<file path="config.mk">
export PLATFORM = sky130hd
export DESIGN_NAME = shift_sequencer
export DESIGN_NICKNAME = d
export VERILOG_FILES = /design/src/rtl/shift_sequencer.sv
export SDC_FILE = /design/constraint.sdc
export NUM_CORES = 1
export LEC_CHECK = 0
export CORE_MARGIN = 2
export CORE_UTILIZATION = 46
export DETAILED_ROUTE_END_ITERATION = 8
export GPL_TIMING_DRIVEN = 0
export HOLD_SLACK_MARGIN = 0.1
export PLACE_DENSITY = 0.83
export SETUP_SLACK_MARGIN = 0.5
export SKIP_CTS_REPAIR_TIMING = 1
export SLEW_MARGIN = 20
export SYNTH_ARGS = -nofsm -noshare
export SYNTH_HDL_FRONTEND = slang
export SYNTH_SLANG_ARGS = --single-unit
</file>
<file path="constraint.sdc">
create_clock -name clk -period 2.3 [get_ports clk]
set_clock_uncertainty 0.2 [all_clocks]
set_input_delay 0.46 -clock clk [delete_from_list [all_inputs] [get_ports clk]]
set_output_delay 0.46 -clock clk [all_outputs]
set_load 0.02 [all_outputs]
</file>
<file path="src/rtl/shift_sequencer.sv">
// shift_sequencer
//   Bit-serial operand-2 shifter with ARM barrel-shift semantics
//   (LSL, LSR, ASR, ROR) and shifter carry-out. It performs one 1-bit
//   shift per clock for the requested amount. A start/busy/done handshake
//   lets the control unit stall until the result is valid.
//
// Ports
//   clk        in   rising-edge clock
//   reset_n    in   asynchronous active-low reset
//   start      in   request, sampled only while idle
//   shift_type in   00=LSL 01=LSR 10=ASR 11=ROR
//   amount     in   requested shift amount (AMT_W bits)
//   operand    in   value to shift (WIDTH bits)
//   carry_in   in   current C flag, returned unchanged for amount 0
//   result     out  shifted value, held until the next accepted start
//   carry_out  out  shifter carry-out, held with result
//   busy       out  high whenever the sequencer is not idle
//   done       out  one-cycle pulse: result/carry_out valid
module shift_sequencer #(
  parameter int WIDTH = 32,
  parameter int AMT_W = 8
) (
  input  logic             clk,
  input  logic             reset_n,
  input  logic             start,
  input  logic [1:0]       shift_type,
  input  logic [AMT_W-1:0] amount,
  input  logic [WIDTH-1:0] operand,
  input  logic             carry_in,
  output logic [WIDTH-1:0] result,
  output logic             carry_out,
  output logic             busy,
  output logic             done
);

  typedef enum logic [1:0] {
    S_IDLE  = 2'd0,
    S_SHIFT = 2'd1,
    S_DONE  = 2'd2
  } state_t;

  localparam logic [1:0] T_LSL = 2'b00;
  localparam logic [1:0] T_LSR = 2'b01;
  localparam logic [1:0] T_ASR = 2'b10;
  localparam logic [1:0] T_ROR = 2'b11;

  state_t           state_q, state_d;
  logic [5:0]       count_q, count_d;
  logic [1:0]       type_q, type_d;
  logic [WIDTH-1:0] result_q, result_d;
  logic             carry_q, carry_d;
  logic [5:0]       iter_n;

  // Iteration count for a new request. Linear shifts saturate at 33: one
  // step past the width already yields the final value (0 or all-sign) and
  // carry. Rotation only depends on amount mod 32, except that a nonzero
  // multiple of 32 still does a full turn so carry picks up bit[31].
  always_comb begin
    iter_n = '0;
    if (shift_type == T_ROR) begin
      if (amount[4:0] != 5'd0)
        iter_n = {1'b0, amount[4:0]};
      else if (amount != '0)
        iter_n = 6'd32;
      else
        iter_n = '0;
    end else begin
      if (amount > AMT_W'(33))
        iter_n = 6'd33;
      else
        iter_n = amount[5:0];
    end
  end

  always_comb begin
    state_d  = state_q;
    count_d  = count_q;
    type_d   = type_q;
    result_d = result_q;
    carry_d  = carry_q;
    unique case (state_q)
      S_IDLE: begin
        if (start) begin
          result_d = operand;
          carry_d  = carry_in;
          type_d   = shift_type;
          count_d  = iter_n;
          state_d  = (iter_n != '0) ? S_SHIFT : S_DONE;
        end
      end
      S_SHIFT: begin
        unique case (type_q)
          T_LSL: begin
            result_d = {result_q[WIDTH-2:0], 1'b0};
            carry_d  = result_q[WIDTH-1];
          end
          T_LSR: begin
            result_d = {1'b0, result_q[WIDTH-1:1]};
            carry_d  = result_q[0];
          end
          T_ASR: begin
            result_d = {result_q[WIDTH-1], result_q[WIDTH-1:1]};
            carry_d  = result_q[0];
          end
          T_ROR: begin
            result_d = {result_q[0], result_q[WIDTH-1:1]};
            carry_d  = result_q[0];
          end
          default: ;
        endcase
        count_d = count_q - 6'd1;
        if (count_q == 6'd1)
          state_d = S_DONE;
      end
      S_DONE: begin
        state_d = S_IDLE;
      end
      default: begin
        state_d = S_IDLE;
      end
    endcase
  end

  always_ff @(posedge clk or negedge reset_n) begin
    if (!reset_n) begin
      state_q  <= S_IDLE;
      count_q  <= '0;
      type_q   <= '0;
      result_q <= '0;
      carry_q  <= 1'b0;
    end else begin
      state_q  <= state_d;
      count_q  <= count_d;
      type_q   <= type_d;
      result_q <= result_d;
      carry_q  <= carry_d;
    end
  end

  assign result    = result_q;
  assign carry_out = carry_q;
  assign busy      = (state_q != S_IDLE);
  assign done      = (state_q == S_DONE);

endmodule
</file>
Word level (Yosys, flattened, before mapping)
Cells that the tools add are included.
Storage, ports and cells
  register bits after elaboration: 43
  input bits: 46
  output and inout port bits: 35
  logic and storage cells: 46
Cells by class
  add/subtract/negate cells: 1
  magnitude comparators: 1
  eq/ne operators: 10
  mux-type cells: 16
  reductions and logical operators: 12
Operators by type and width (number)
  $pmux 32 s4: 1
  $pmux 32 s2: 1
  $mux 32: 1
  $mux 6: 5
  $pmux 6 s2: 1
  $eq 2x2->1 const B: 4
  $gt 8x6->1 const B: 1
  $reduce_bool 8->1: 1
  $eq 6x1->1 const B: 1
  $mux 2: 3
  $ne 2x2->1 const B: 3
  $reduce_and 2->1: 3
  $reduce_bool 6->1: 1
  $sub 6x1->6 const B: 1
  $reduce_bool 5->1: 1
  $eq 2x1->1 const B: 2
  $logic_not 2->1: 2
  $pmux 1 s2: 2
  $pmux 2 s2: 1
  $reduce_bool 2->1: 2
  $reduce_and 3->1: 1
  $reduce_or 3->1: 1
  $mux 1: 1

Depth between registers and ports, before layout
Gate-level depths: netlist of run 1.
  word-level depth: 8
  mapped depth: 6
  mapped depth without buffers: 6

Worst setup path before layout of run 1
Ideal clock, no wire load.
  kind: input port to flip-flop
  start: input port amount[2]
  end: register count_q[0]
  setup time: 123 ps
  arrival: 1672 ps
  required time: 1977 ps
  slack: 305 ps
  stages: 4
  buffers on the path: 0
  path through: or4_4 -> a211o_1 -> a21o_1 -> o221a_1
Between the ends
  word-level cells in the longest chain between the ends: 5
  elaborated cells on any way between the ends: 7
  classes of those cells: 1 x order compare; 5 x mux; 1 x reduce/logical
Ends and longest elaborated chain
  from (decl): line 27  | input logic [AMT_W-1:0] amount,
  $gt 8x6->1 / $reduce_bool 5->1 (equally long branches): line 68, 61
  $mux 6, on equally long branches: line 68, 61
  $mux 6 (*): line 60  | if (shift_type == T_ROR) begin
  $mux 6 (*): line 83  | if (start) begin
  $pmux 6 s2 (*): line 81  | unique case (state_q)
  to (signal assigned): line 133  | count_q <= count_d;
  to (decl): line 48  | logic [5:0] count_q, count_d;
Mark *: on every way between the ends. The rest lies on a longest branch, timed or not. The select of a mux whose other input is x is not followed.
A chain may end at the register's enable or synchronous reset.

Worst setup path in the final report of run 1
  start: input port amount[1]
  end: register count_q[0]
Same word-level chain as after synthesis.

==> results of run 1 <==
kinds of logic (layout without fill, tap and decap cells):
kind of cell,Yosys count,after routing,synth area share [%]
AND/OR/NAND/NOR,93,93,19.7
adder cells (fa/ha/maj),2,2,1.04
XOR/XNOR,1,1,0.364
buffers and inverters,27,120,4.42
multiplexers,4,4,1.87
AO/OA/AOI/OAI,112,112,27.9
flip-flops,43,43,44.7
stage by stage:
stage,power [W],util [%],area (sq um),hold WS (ns)
after floorplan,0.00329,-,2410,-0.0356
after global placement,0.00434,64.9,3300,0.275
after detailed placement,0.00444,65.2,3310,0.171
after CTS,0.00503,67.3,3410,-0.153
after global routing,0.00547,70.7,3590,0.233
final,0.00509,70.7,3590,0.197
cell type report:
class	count	area, sq um	area share [%]
Buffer	22	120	3.35
Clock buffer	6	72.6	2.02
Clock inverter	1	30.0	0.837
Inverter	5	18.8	0.523
Multi-Input combinational cell	212	1250	34.9
Sequential cell	43	1080	30.0
Tap cell	70	87.6	2.44
Timing Repair Buffer	86	931	25.9
report_power, final:
group / internal (W) / switching, W / total, W
Combinational: 0.00136 / 0.00156 / 0.00293
Sequential: 0.00117 / 0.000420 / 0.00159
Clock: 0.000319 / 0.000260 / 0.000578
Total: 0.00285 / 0.00224 / 0.00509
worst max-delay path: stages:
cell and delay, ns:
buf_6 0.09, or4_4 0.53, a211o_1 0.31, a21o_1 0.22, o221a_1 0.23
how the worst max path moves through the flow:
stage / start / to / slack, ns
finish: amount[1] / count_q[0] / 0.44
global route: state_q[0] / busy / 0.36
CTS: state_q[1] / busy / 0.10
detailed placement: amount[2] / count_q[0] / -0.15
global placement: reset_n / result[6] / -0.57
floorplan: amount[2] / count_q[0] / 0.38
state kept, by name (all words and copies together) (netlist names):
register / flops
result: 32
count_q: 6
state_q: 2
type_q: 2
carry_out: 1
per-layer routing:
metal  global-route usage (%)  share of wire [%]
met4                     6.00               0.92
met5                        0                  0
met3                     4.98                5.5
met1                     30.7                 44
met2                     39.4                 49
Yosys cell counts, drive strengths merged:
cell type,number
a211o,1
a211oi,31
a21o,1
a21oi,3
a22oi,1
a32o,1
and3b,1
buf,5
clkbuf,17
dfrtp,43
ha,2
inv,5
mux2,4
nand2,40
nand2b,1
nand3,1
nand4,2
nor2,6
nor2b,34
nor3,2
nor3b,1
nor4,1
o21ai,68
o221a,2
o221ai,1
o22ai,3
or2,1
or3,1
or3b,1
or4,1
xor2,1
==> flow_summary.yaml, run 1 <==
outcome:
  status: "finished, final reports clean"
logic_synthesis:
  yosys_warnings: 0
  synth_top_area_share_pct: 44.7
  yosysSeqAreaShare_pct: 44.7
  ys_types: 33
  postSynthCellCount: 282
  netlist_area_sq_um: 2410
  synth_area_leaders: "dfrtp_1 (45%), o21ai_0 (14%), a211oi_1 (9.7%)"
  yosysTopAreaCell: "dfrtp_1"
  syn_nets: 330
  synth_seq_cells: 43
  syn_avg_cell_area_sq_um: 8.54
hold_path:
  min-delay-start: "amount[3]"
  whs_path_depth: 3
  hold_end: "count_q[3]"
  holdCritPathClass: "in2reg"
global_routing:
  grt_pass1_vias: 2292
  antenna_found_initial: 0
  grt_pass1_wl_mm: 11.1
  overflow: 0
  grt_usage_pct: 23.4
  grt_max_degree: 33
setup_path:
  cp_data_required_time_ns: 2.29
  arrival_ns: 1.85
  reg2reg_depth: 5
  start_kind: "input pin"
  r2r_start: "state_q[1]"
  rr_endpoint: "result[7]"
  rrSetupSlack_ns: 0.57
  criticalPathCategory: "in2reg"
  end_kind: "register"
  crit_fanout: 3
routing:
  ant_nets: 0
  routedWlPerCell_um: 15.6
  dr.pass1.iters: 4
  drt-initial-drc-count: 196
  vias_per_cell: 5.52
  vias: 2458
  routed_wl_mm: 6.93
  route.detailed.drc: 0
floorplanning:
  coreArea_sq_um: 5070
  die_y_um: 76.3
  io-pin-count: 81
  num_rows: 26
  initial_utilization_pct: 47.4
  dieArea_sq_um: 5830
  dieWidth_um: 76.3
layout:
  drive_gt1_share_pct: 14.1
  n_antenna_cell: 0
  layout_common_cells: "o21ai_0 (67), dfrtp_1 (42), nand2_1 (40)"
  area_growth_pct: 49.1
  finalNonFillerCells: 445
  num-fill-cells: 399
  fin_nets: 423
  final_common_cell: "o21ai_0"
cts:
  clockBufferDepth: 2
  path_clk_slew_ns: 0.08
  cts_root_buffer: "clkbuf_8"
  cts_tree: "yes"
  numClockSinks: 43
  cts_buffers: 5
  h-tree-depth: 2
  clk_latency_ns: 0.29
pwr:
  vdd_drop_max_mv: 0.772
  power_density_nw_per_um2: 1420
  power.leakage_nw: 1.76
sta:
  setup_slack_ns: 0.441
  fmax_mhz: 538
  finalSetupViolCount: 0
  period_share_pct: 80.8
  hold_viol: 0
  post-route-min-period_ns: 1.86
  grt_setup_unrepaired: "yes"
  fin_setup_tns_ns: 0
  report.final.slew_viol_count: 0
  tightest_slew_ns: 0.319
  slew_headroom_pct: 78.7
placed_design:
  port_buffers: 80
  dp.cells: 433
  post-dp-hpwl_mm: 4.88
  gp_congestion: 0.822
  dpl_worst_slack_ns: -0.151
job:
  drv_cap: 0
Power figures use the tool's default switching activity.
==> run 2: changes to the inputs <==
==> constraint.sdc (replaced) <==
create_clock -name clk -period 1.8 [get_ports clk]
set_clock_uncertainty 0.2 [all_clocks]
set_input_delay 0.36 -clock clk [delete_from_list [all_inputs] [get_ports clk]]
set_output_delay 0.36 -clock clk [all_outputs]
set_load 0.02 [all_outputs]
==> flow_summary.yaml, run 2 (synthesis gave the netlist of run 1 again) <==
cts:
  numClockSinks: 43
  clk_latency_ns: 0.30
  h-tree-depth: 2
  clockBufferDepth: 2
  cts_tree: "yes"
  cts_buffers: 5
  cts_root_buffer: "clkbuf_8"
  path_clk_slew_ns: 0.09
sta:
  report.final.slew_viol_count: 0
  hold_ws_ns: -0.148
  fin_setup_tns_ns: -0.00586
  fmax_mhz: 554
  period_share_pct: 100
  post-route-min-period_ns: 1.81
  hold_viol: 22
  grt_setup_unrepaired: "yes"
  finalSetupViolCount: 1
  tightest_slew_ns: 0.593
  setup_slack_ns: -0.00586
  slew_headroom_pct: 60.5
routing:
  routed_wl_mm: 9.32
  dr.pass1.iters: 5
  vias_per_cell: 5.91
  vias: 2914
  routedWlPerCell_um: 18.9
  ant_nets: 0
  drt-initial-drc-count: 159
  route.detailed.drc: 0
hold_path:
  holdCritPathClass: "in2async"
setup_path:
  end_kind: "register"
  cp_data_required_time_ns: 1.78
  start_kind: "input pin"
  cpPeakStageDelay_ns: 0.53
  criticalPathCategory: "in2reg"
  arrival_ns: 1.79
  critPathBufInv: 1
  crit_fanout: 3
  path_delay_family: "compound AO/OA/AOI/OAI gates"
  crit_path_top_delay_cell: "or4_4"
  crit_path_cell_trace: "buf_6, or4_4, a211o_1, a21o_1, o221a_1"
layout:
  layout_common_cells: "buf_4 (46), clkdlybuf4s50_1 (39), buf_6 (38), dfrtp_1 (38), nor2b_1 (33)"
  drive_gt1_share_pct: 45.9
  n_antenna_cell: 0
  num-fill-cells: 234
  largest_reg_flops: 32
  final_util_pct: 88.8
  seqCellArea_sq_um: 1080
  final_common_cell: "buf_4"
  fin_nets: 471
  multi_input_area_sq_um: 1570
  area_growth_pct: 87.2
placed_design:
  port_buffers: 80
  post-dp-hpwl_mm: 4.97
  gp_congestion: 0.839
job:
  drv_cap: 0
floorplanning:
  dieWidth_um: 76.3
  die_y_um: 76.3
  dieArea_sq_um: 5830
  initial_utilization_pct: 47.4
  num_rows: 26
  coreArea_sq_um: 5070
  io-pin-count: 81
global_routing:
  grt_max_degree: 24
  overflow: 0
  antenna_found_initial: 0
  grt_usage_pct: 24.3
  grt_pass1_wl_mm: 11.7
  grt_pass1_vias: 2431
pwr:
  power_density_nw_per_um2: 2060
  vdd_drop_max_mv: 1.02
  power.leakage_nw: 1.93
outcome:
  status: "finished with violations"
  violations: "hold timing, setup timing"
-- run 2: cell types whose count changed in the layout (fill, tap and decap cells not counted), moves of 30 or more --
cell,previous run,this run
dlymetal6s2s_1,35,3
o21ai_1,1,32
buf_6,2,38
buf_4,5,46
o21ai_0,67,24
a211oi_1,31,1
-- run 2: layout make-up --
cell class                      instances  area share, %
Multi-Input combinational cell        212           34.9
Timing Repair Buffer                  134           29.9
Sequential cell                        43           24.0
Buffer                                 22           6.55
Tap cell                               70           1.94
Clock buffer                            6           1.61
Clock inverter                          1          0.666
Inverter                                5          0.416
-- run 2: stage by stage --
step	setup slack, ns	power (W)	hold slack [ns]	cells	area (sq um)
after global routing	-0.00897	0.00973	-0.122	493	4510
final	-0.00586	0.00927	-0.148	493	4510
after detailed placement	-0.571	0.00667	0.189	433	3680
after global placement	-1.18	0.00656	0.281	432	3660
after CTS	-0.343	0.00741	-0.134	440	3780
after floorplan	-0.0228	0.00516	-0.136	282	2770
-- run 2: power by group --
group	total (W)	internal, W	leakage (nW)	switching (W)
combinational	0.00643	0.00335	1.38	0.00307
sequential	0.00209	0.00150	0.506	0.000594
clock	0.000751	0.000407	0.0513	0.000344
-- run 2: final timing paths --
check,from,end,slack (ns),depth (start not counted)
worst max-delay path,amount[1],count_q[0],-0.006,5
worst min-delay path,reset_n,result[17],-0.15,1
worst max register to register,count_q[0],count_q[4],0.09,6
worst min register to register,result[6],result[6],0.34,2
max in group asynchronous,reset_n,result[4],1.02,2
min in group clk,amount[4],count_q[4],0.12,3
-- run 2: routing by layer --
metal | GRT usage, % | routed length, um | vias to the layer above
met3 | 5.33 | 636 | 18
met1 | 32.5 | 3800 | 1460
met4 | 4.73 | 112 | 0
met5 | 0 | 0 | -
met2 | 41.0 | 4780 | 144
li1 | - | - | 1292
-- run 2: worst reg2reg max path: stages, from the launching register on --
cell,delay [ns]
dfrtp_1,0.45
inv_1,0.16
ha_1,0.20
nor3b_2,0.22
xor2_1,0.21
o22ai_1,0.11
nor2_1,0.10
